## src/rtl/rr_grant_encoder.sv

```systemverilog
// Round-robin arbiter with a binary-encoded grant, intended to drive a downstream
// index-to-one-hot decoder. Grants are held until release_i or an optional hold timeout.
module rr_grant_encoder #(
    parameter int ENCODE_WIDTH = 1,
    parameter int HOLD_MAX     = 0,
    localparam int DECODE_WIDTH = 1 << ENCODE_WIDTH
) (
    input  logic                    clk,
    input  logic                    rst,
    input  logic [DECODE_WIDTH-1:0] req,
    input  logic                    release_i,
    output logic [ENCODE_WIDTH-1:0] grant_idx,
    output logic                    grant_valid,
    output logic                    timeout
);

    typedef enum logic {IDLE, GRANT} state_t;

    localparam bit         TIMEOUT_EN = (HOLD_MAX != 0);
    localparam logic [7:0] HOLD_LAST  = 8'(HOLD_MAX - 1);

    state_t                  state_q, state_d;
    logic [ENCODE_WIDTH-1:0] ptr_q, ptr_d;
    logic [ENCODE_WIDTH-1:0] idx_d;
    logic                    valid_d;
    logic                    timeout_d;
    logic [7:0]              hold_cnt_q, hold_cnt_d;
    logic [ENCODE_WIDTH-1:0] arb_base;
    logic [ENCODE_WIDTH-1:0] winner;
    logic                    hold_expired;
    logic                    grant_end;

    // Scan downward so the last hit, i.e. the one closest to base, wins.
    function automatic logic [ENCODE_WIDTH-1:0] pick(
        input logic [ENCODE_WIDTH-1:0] base,
        input logic [DECODE_WIDTH-1:0] r
    );
        logic [ENCODE_WIDTH-1:0] cand;
        pick = base;
        for (int i = DECODE_WIDTH - 1; i >= 0; i--) begin
            cand = base + ENCODE_WIDTH'(i);
            if (r[cand]) pick = cand;
        end
    endfunction

    // A grant ending this edge re-arbitrates from the rotated pointer, not the stale one.
    assign arb_base     = (state_q == GRANT) ? grant_idx + ENCODE_WIDTH'(1) : ptr_q;
    assign winner       = pick(arb_base, req);
    assign hold_expired = TIMEOUT_EN && (hold_cnt_q == HOLD_LAST);
    assign grant_end    = release_i || hold_expired;

    always_comb begin
        // NOTE: every output of this block is defaulted first so no path leaves a latch.
        state_d    = state_q;
        ptr_d      = ptr_q;
        idx_d      = grant_idx;
        valid_d    = grant_valid;
        timeout_d  = 1'b0;
        hold_cnt_d = hold_cnt_q;
        unique case (state_q)
            IDLE: begin
                if (|req) begin
                    idx_d      = winner;
                    valid_d    = 1'b1;
                    hold_cnt_d = 8'd0;
                    state_d    = GRANT;
                end
            end
            GRANT: begin
                if (grant_end) begin
                    ptr_d     = grant_idx + ENCODE_WIDTH'(1);
                    timeout_d = hold_expired && !release_i;
                    if (|req) begin
                        idx_d      = winner;
                        hold_cnt_d = 8'd0;
                    end else begin
                        valid_d = 1'b0;
                        state_d = IDLE;
                    end
                end else if (hold_cnt_q != 8'hFF) begin
                    hold_cnt_d = hold_cnt_q + 8'd1;
                end
            end
            default: state_d = IDLE;
        endcase
    end

    always_ff @(posedge clk) begin
        // NOTE: state registers use non-blocking assignment so every flop samples pre-edge values.
        if (rst) begin
            state_q     <= IDLE;
            ptr_q       <= '0;
            grant_idx   <= '0;
            grant_valid <= 1'b0;
            timeout     <= 1'b0;
            hold_cnt_q  <= 8'd0;
        end else begin
            state_q     <= state_d;
            ptr_q       <= ptr_d;
            grant_idx   <= idx_d;
            grant_valid <= valid_d;
            timeout     <= timeout_d;
            hold_cnt_q  <= hold_cnt_d;
        end
    end

endmodule

```

## config.mk

```make
export PLATFORM = sky130hd
export DESIGN_NAME = rr_grant_encoder
export DESIGN_NICKNAME = d
export VERILOG_FILES = /design/src/rtl/rr_grant_encoder.sv
export SDC_FILE = /design/constraint.sdc
export NUM_CORES = 1
export LEC_CHECK = 0
export CAP_MARGIN = 5
export CORE_AREA = 2 2 39 41
export CTS_BUF_LIST = sky130_fd_sc_hd__clkbuf_8
export DETAILED_ROUTE_END_ITERATION = 8
export DIE_AREA = 0 0 41 43
export PLACE_DENSITY_LB_ADDON = 0.2
export SYNTH_ARGS = -nofsm -noshare
export SYNTH_HDL_FRONTEND = slang
export SYNTH_SLANG_ARGS = --single-unit
```

## constraint.sdc

```tcl
create_clock -name clk -period 0.9 [get_ports clk]
set_input_delay 0.09 -clock clk [delete_from_list [all_inputs] [get_ports clk]]
set_output_delay 0.09 -clock clk [all_outputs]
set_load 0.05 [all_outputs]
```

== Word level (Yosys, flattened, before mapping) ==
Cells that the tools add are included.

* Add/subtract/negate cells: 2
* Order comparisons: 2
* Eq/ne operators: 3
* Multiplexer cells: 17
* Bitwise logic cells: 1
* Reductions and logical operators: 3

{| class="wikitable"
|+ Operators with widths
! cell !! number
|-
| two-way mux 1 bit || 14
|-
| != test 2 bit (second input constant) || 3
|-
| case mux 1 bit (2 select lines) || 3
|-
| < comparator 1 x 2 -> 1 bit (second input constant) || 2
|-
| AND reduction 3 bit || 1
|-
| adder 1 bit (second input constant) || 2
|-
| AND reduction 2 bit || 1
|-
| OR reduction 2 bit || 1
|-
| NOT 1 bit || 1
|}

* Flip-flop bits (word level): 4
* Input port bits: 5

== Longest topological paths before layout ==
* Depth after elaboration: 10
* Gate-level depth with buffers: 3
* Depth with buffers taken out: 3

== Least setup slack after synthesis ==
Ideal clock, no wire load.

* Path kind: register -> register
* From: register grant_idx
* To: register grant_idx
* Arrival time: 983 ps
* Slack: -205 ps
* Stages on the path, launching flop included: 4
* Path buffers: 0
* Clock period less this slack: 1105 ps
* Path through: dfxtp_1 > nand2_1 > a21oi_1 > a211oi_2

* Word-level cells in the longest chain between the ends: 10
* Elaborated cells on any way between the ends: 12

{| class="wikitable"
|+ Ends and longest elaborated chain
! item !! RTL line !! RTL
|-
| from (decl) || 12 || <nowiki>output logic [ENCODE_WIDTH-1:0] grant_idx,</nowiki>
|-
| from (signal assigned) || 100 || <nowiki>grant_idx <= idx_d;</nowiki>
|-
| adder 1 bit || 47 || <nowiki>assign arb_base = (state_q == GRANT) ? grant_idx + ENCODE_WIDTH'(1) : ptr_q;</nowiki>
|-
| two-way mux 1 bit || 47 ||
|-
| adder 1 bit || 41 || <nowiki>cand = base + ENCODE_WIDTH'(i);</nowiki>
|-
| two-way mux 1 bit (not written as such) (2 in a row) || 42 || <nowiki>if (r[cand]) pick = cand;</nowiki>
|-
| two-way mux 1 bit (2 in a row) || 42 ||
|-
| two-way mux 1 bit * || 62, 73 ||
|-
| two-way mux 1 bit || 70 || <nowiki>if (grant_end) begin</nowiki>
|-
| case mux 1 bit (2 select lines) * || 60 || <nowiki>unique case (state_q)</nowiki>
|}

Every way passes the cells marked *; elsewhere a longest branch is shown, timed or not. The select of a mux whose other input is x is not followed.
A chain may end at the register's enable or synchronous reset.

== Final worst setup path ==
* From: input req[1]
* To: register grant_idx

* Word-level cells in the longest chain between the ends: 7
* Elaborated cells on any way between the ends: 10

{| class="wikitable"
|+ Ends and longest elaborated chain
! item !! RTL line !! RTL
|-
| from (decl) || 10 || <nowiki>input logic [DECODE_WIDTH-1:0] req,</nowiki>
|-
| two-way mux 1 bit (not written as such) (2 in a row) || 42 ||
|-
| two-way mux 1 bit (2 in a row) || 42 ||
|-
| two-way mux 1 bit * || 62, 73 ||
|-
| two-way mux 1 bit || 70 ||
|-
| case mux 1 bit (2 select lines) * || 60 ||
|}

Marked as above.

==> results summary <==
Input and output buffers added on the ports amount to 6. The residual overflow from global routing came out at 0. The reg-to-reg critical path endpoint is grant_idx$_SDFFE_PP0P_. The analysis attributes to cell leakage a power of ~0.14 nW.

The number of clock buffers inserted by TritonCTS is 3. For this design the ratio of total power to cell area is approximately 2100 nW/um2. Max-cap violations in this run came to 0. The post-cts gate resize count is 1.

The final-layout setup total negative slack came out at 0 ns. The post-detailed-placement cell area is roughly 300 um2. The share of the synthesized area in the top cell type is 0.464. The synthesized netlist net count came out at 24. The clock transition at the register clock pins on the worst setup and hold paths after CTS is ~0.030 ns. The half-perimeter wire length after detailed placement came out at 290 um.

In this run the core area contains 14 standard-cell rows. The arrival time of data at the critical path endpoint came out at 0.99 ns. The most critical setup path has its startpoint at req[1]. Following the worst setup path forward leads to its endpoint at grant_idx$_SDFFE_PP0P_. The pin count of the biggest net entering global routing is 6. The core region area is 1380 um2. The part of the Yosys area used for sequential elements came out at 0.464.

In this run the worst hold path is classified as primary input to register. The top-level port count came out at 8. The reg-to-reg startpoint is state_q$_SDFF_PP0_. The remaining design rule violation count is 0. The count of inserted antenna diode cells came out at 0.

Of all flip-flops after synthesis, the portion carrying an async set or reset was 0. The H-tree depth came out at 1. Of the available clock period, the critical path in the final layout requires 0.951. The floorplan die height is ~43 um.

The initial detailed-routing violation count is 2. The design draws around 0.00073 W. Based on the critical path, the design can be clocked at up to between 1000 and 1500 MHz. The count of distinct cell types in the synthesized netlist is 12. The net count reported at finish is 38.

Clock latency on the worst-skew pair, taken at its later pin, is around 0.22 ns. The routed layout has 190 vias. The TritonCTS sink count came out at 4. TritonCTS built the clock tree.

The routability congestion estimate from global placement is just under 0.7. The number of antenna violations at the first check in global routing was 0. The share of final-layout standard cells stronger than drive strength 1 came out at 0.375. sky130_fd_sc_hd__dfxtp_1 takes more of the synthesized area than any other cell.

The flip-flop and latch count after synthesis is 4. The detailed-route vias per instance is between 3 and 4. In this run the worst path has a maximum fanout of 3. Setup repair after global routing left no endpoint under its margin. The total global routing track utilization is 0.0633.

The commonest cells after synthesis are sky130_fd_sc_hd__a21oi_1, sky130_fd_sc_hd__dfxtp_1, sky130_fd_sc_hd__nor2_1. The count of yosys warnings during synthesis came out at 0. The final hold violation count is 0. Among all flip-flop cells after synthesis, the most frequent one is sky130_fd_sc_hd__dfxtp_1. The wire length after detailed routing came out at 393 um. STA classifies the critical path endpoint as a register. The average wire per standard cell is between 8 and 9 um.

The worst register-to-register path has a depth of 3. The mean area per synthesized cell is 9.09 um2. In this run, post-CTS hold repair placed 0 buffers. The die footprint is around 1800 um2. The area growth from synthesis to layout is 101%. The number of max-slew violations in the final report came out at 0. The final clock skew came out at ~0.0022 ns. The flow ran to the end, and the final reports show no timing, DRC or antenna violations. The peak supply drop is about 0.70 mV. The worst setup path is launched from a primary input. The setup slack of the worst register-to-register path came out at 0.05 ns.

The category of the most critical setup path is primary input to register. In this run the horizontal extent of the chip is approximately 40 um. The global-route wire length before repair came out at approximately 660 um. Yosys attributes the largest share of cell area to sky130_fd_sc_hd__dfxtp_1, sky130_fd_sc_hd__a21oi_1, sky130_fd_sc_hd__a211oi_2. Setup violations remaining at the end of the flow were counted as 0.

The synthesized instance count is 19. The final cell area excluding filler cells came out at around 350 um2. The number of buffers on the longest clock path came out at 2. The post-CTS setup repair buffer count came out at 0. The initial utilization of the core area, before any placement, comes to 0.125. The first TritonRoute pass finished after 2 iterations. The via count of the first global-routing pass is 169. The netlist area before placement is between 150 and 200 um2. The cell sitting at the root of the clock tree is a sky130_fd_sc_hd__clkbuf_8. The post-route antenna net violation count is 0. The count of flip-flops with a built-in enable after synthesis is 0. The final critical delay including setup and external delays came out at roughly 0.86 ns.

Data on the critical path is required at its endpoint by around 1.0 ns.
[worst min path at each step]
stage,cells after the start,slack [ns],endpoint,startpoint
after floorplan,1,0.15,grant_idx$_SDFFE_PP0P_,rst
after global placement,1,0.49,ptr_q$_SDFFE_PP0P_,grant_idx$_SDFFE_PP0P_
after detailed placement,1,0.49,ptr_q$_SDFFE_PP0P_,grant_idx$_SDFFE_PP0P_
after CTS,2,0.33,ptr_q$_SDFFE_PP0P_,release_i
after global routing,2,0.38,ptr_q$_SDFFE_PP0P_,release_i
final,2,0.33,ptr_q$_SDFFE_PP0P_,release_i
[state kept, by name, summed over array words and instances (netlist names)]
signal / count
grant_idx: 1
state_q: 1
ptr_q: 1
grant_valid: 1
[layout by cell type, fill, tap and decap left out]
cell                              instances
sky130_fd_sc_hd__buf_4                    4
sky130_fd_sc_hd__a21oi_1                  3
sky130_fd_sc_hd__clkbuf_8                 3
sky130_fd_sc_hd__dfxtp_1                  3
sky130_fd_sc_hd__clkdlybuf4s50_1          3
sky130_fd_sc_hd__nor2_1                   2
sky130_fd_sc_hd__buf_12                   2
sky130_fd_sc_hd__nand2_1                  1
sky130_fd_sc_hd__and3b_1                  1
sky130_fd_sc_hd__a21oi_2                  1
sky130_fd_sc_hd__nand2b_1                 1
sky130_fd_sc_hd__a211oi_2                 1
sky130_fd_sc_hd__a311oi_1                 1
sky130_fd_sc_hd__a31oi_1                  1
sky130_fd_sc_hd__o21a_1                   1
sky130_fd_sc_hd__conb_1                   1
sky130_fd_sc_hd__inv_1                    1
sky130_fd_sc_hd__dfxtp_4                  1
sky130_fd_sc_hd__dlygate4sd2_1            1
[worst max-delay path, stage by stage]
cell and delay (ns):
sky130_fd_sc_hd__clkdlybuf4s50_1 0.50, sky130_fd_sc_hd__and3b_1 0.18, sky130_fd_sc_hd__a21oi_2 0.04, sky130_fd_sc_hd__a211oi_2 0.19
[cell type report]
cell class | count | area (um2)
Multi-Input combinational cell | 14 | 88.8
Tap cell | 16 | 20.0
Sequential cell | 4 | 83.8
Fill cell | 150 | 1040
Clock buffer | 3 | 41.3
Clock inverter | 1 | 3.75
Timing Repair Buffer | 10 | 109
[power breakdown]
group | leakage [nW] | internal [W] | switching [W]
clock network | 0.0269 | 0.000292 | 0.000102
logic | 0.0835 | 0.0000704 | 0.0000652
registers | 0.0340 | 0.000192 | 0.0000131
total | 0.144 | 0.000554 | 0.000180
[routing by layer]
layer / vias up / track usage / share of wire
met2: 10 / 0.0563 / 0.30
met3: 4 / 0.0314 / 0.10
li1: 95 / - / -
met1: 81 / 0.0868 / 0.54
met4: 0 / 0.0800 / 0.056
met5: - / 0 / 0
[through the flow]
step	hold WS, ns	setup slack (ns)	cells	util
global placement	0.492	-0.239	44	0.216
finish	0.327	0.0437	48	0.250
CTS	0.331	0.0322	48	0.248
detailed placement	0.488	-0.244	44	0.216
floorplan	0.145	0.00597	19	-
global route	0.378	0.000848	48	0.250
[logic make-up (layout without fill, tap and decap cells)]
family | count (synthesis) | after routing | share of synthesized area
buf+inv | 1 | 14 | 0.0435
flops | 4 | 4 | 0.464
other cells | 1 | 1 | 0.0217
simple gates | 5 | 5 | 0.152
compound gates | 8 | 8 | 0.319
Note: power is estimated with default switching activity, not from simulation.
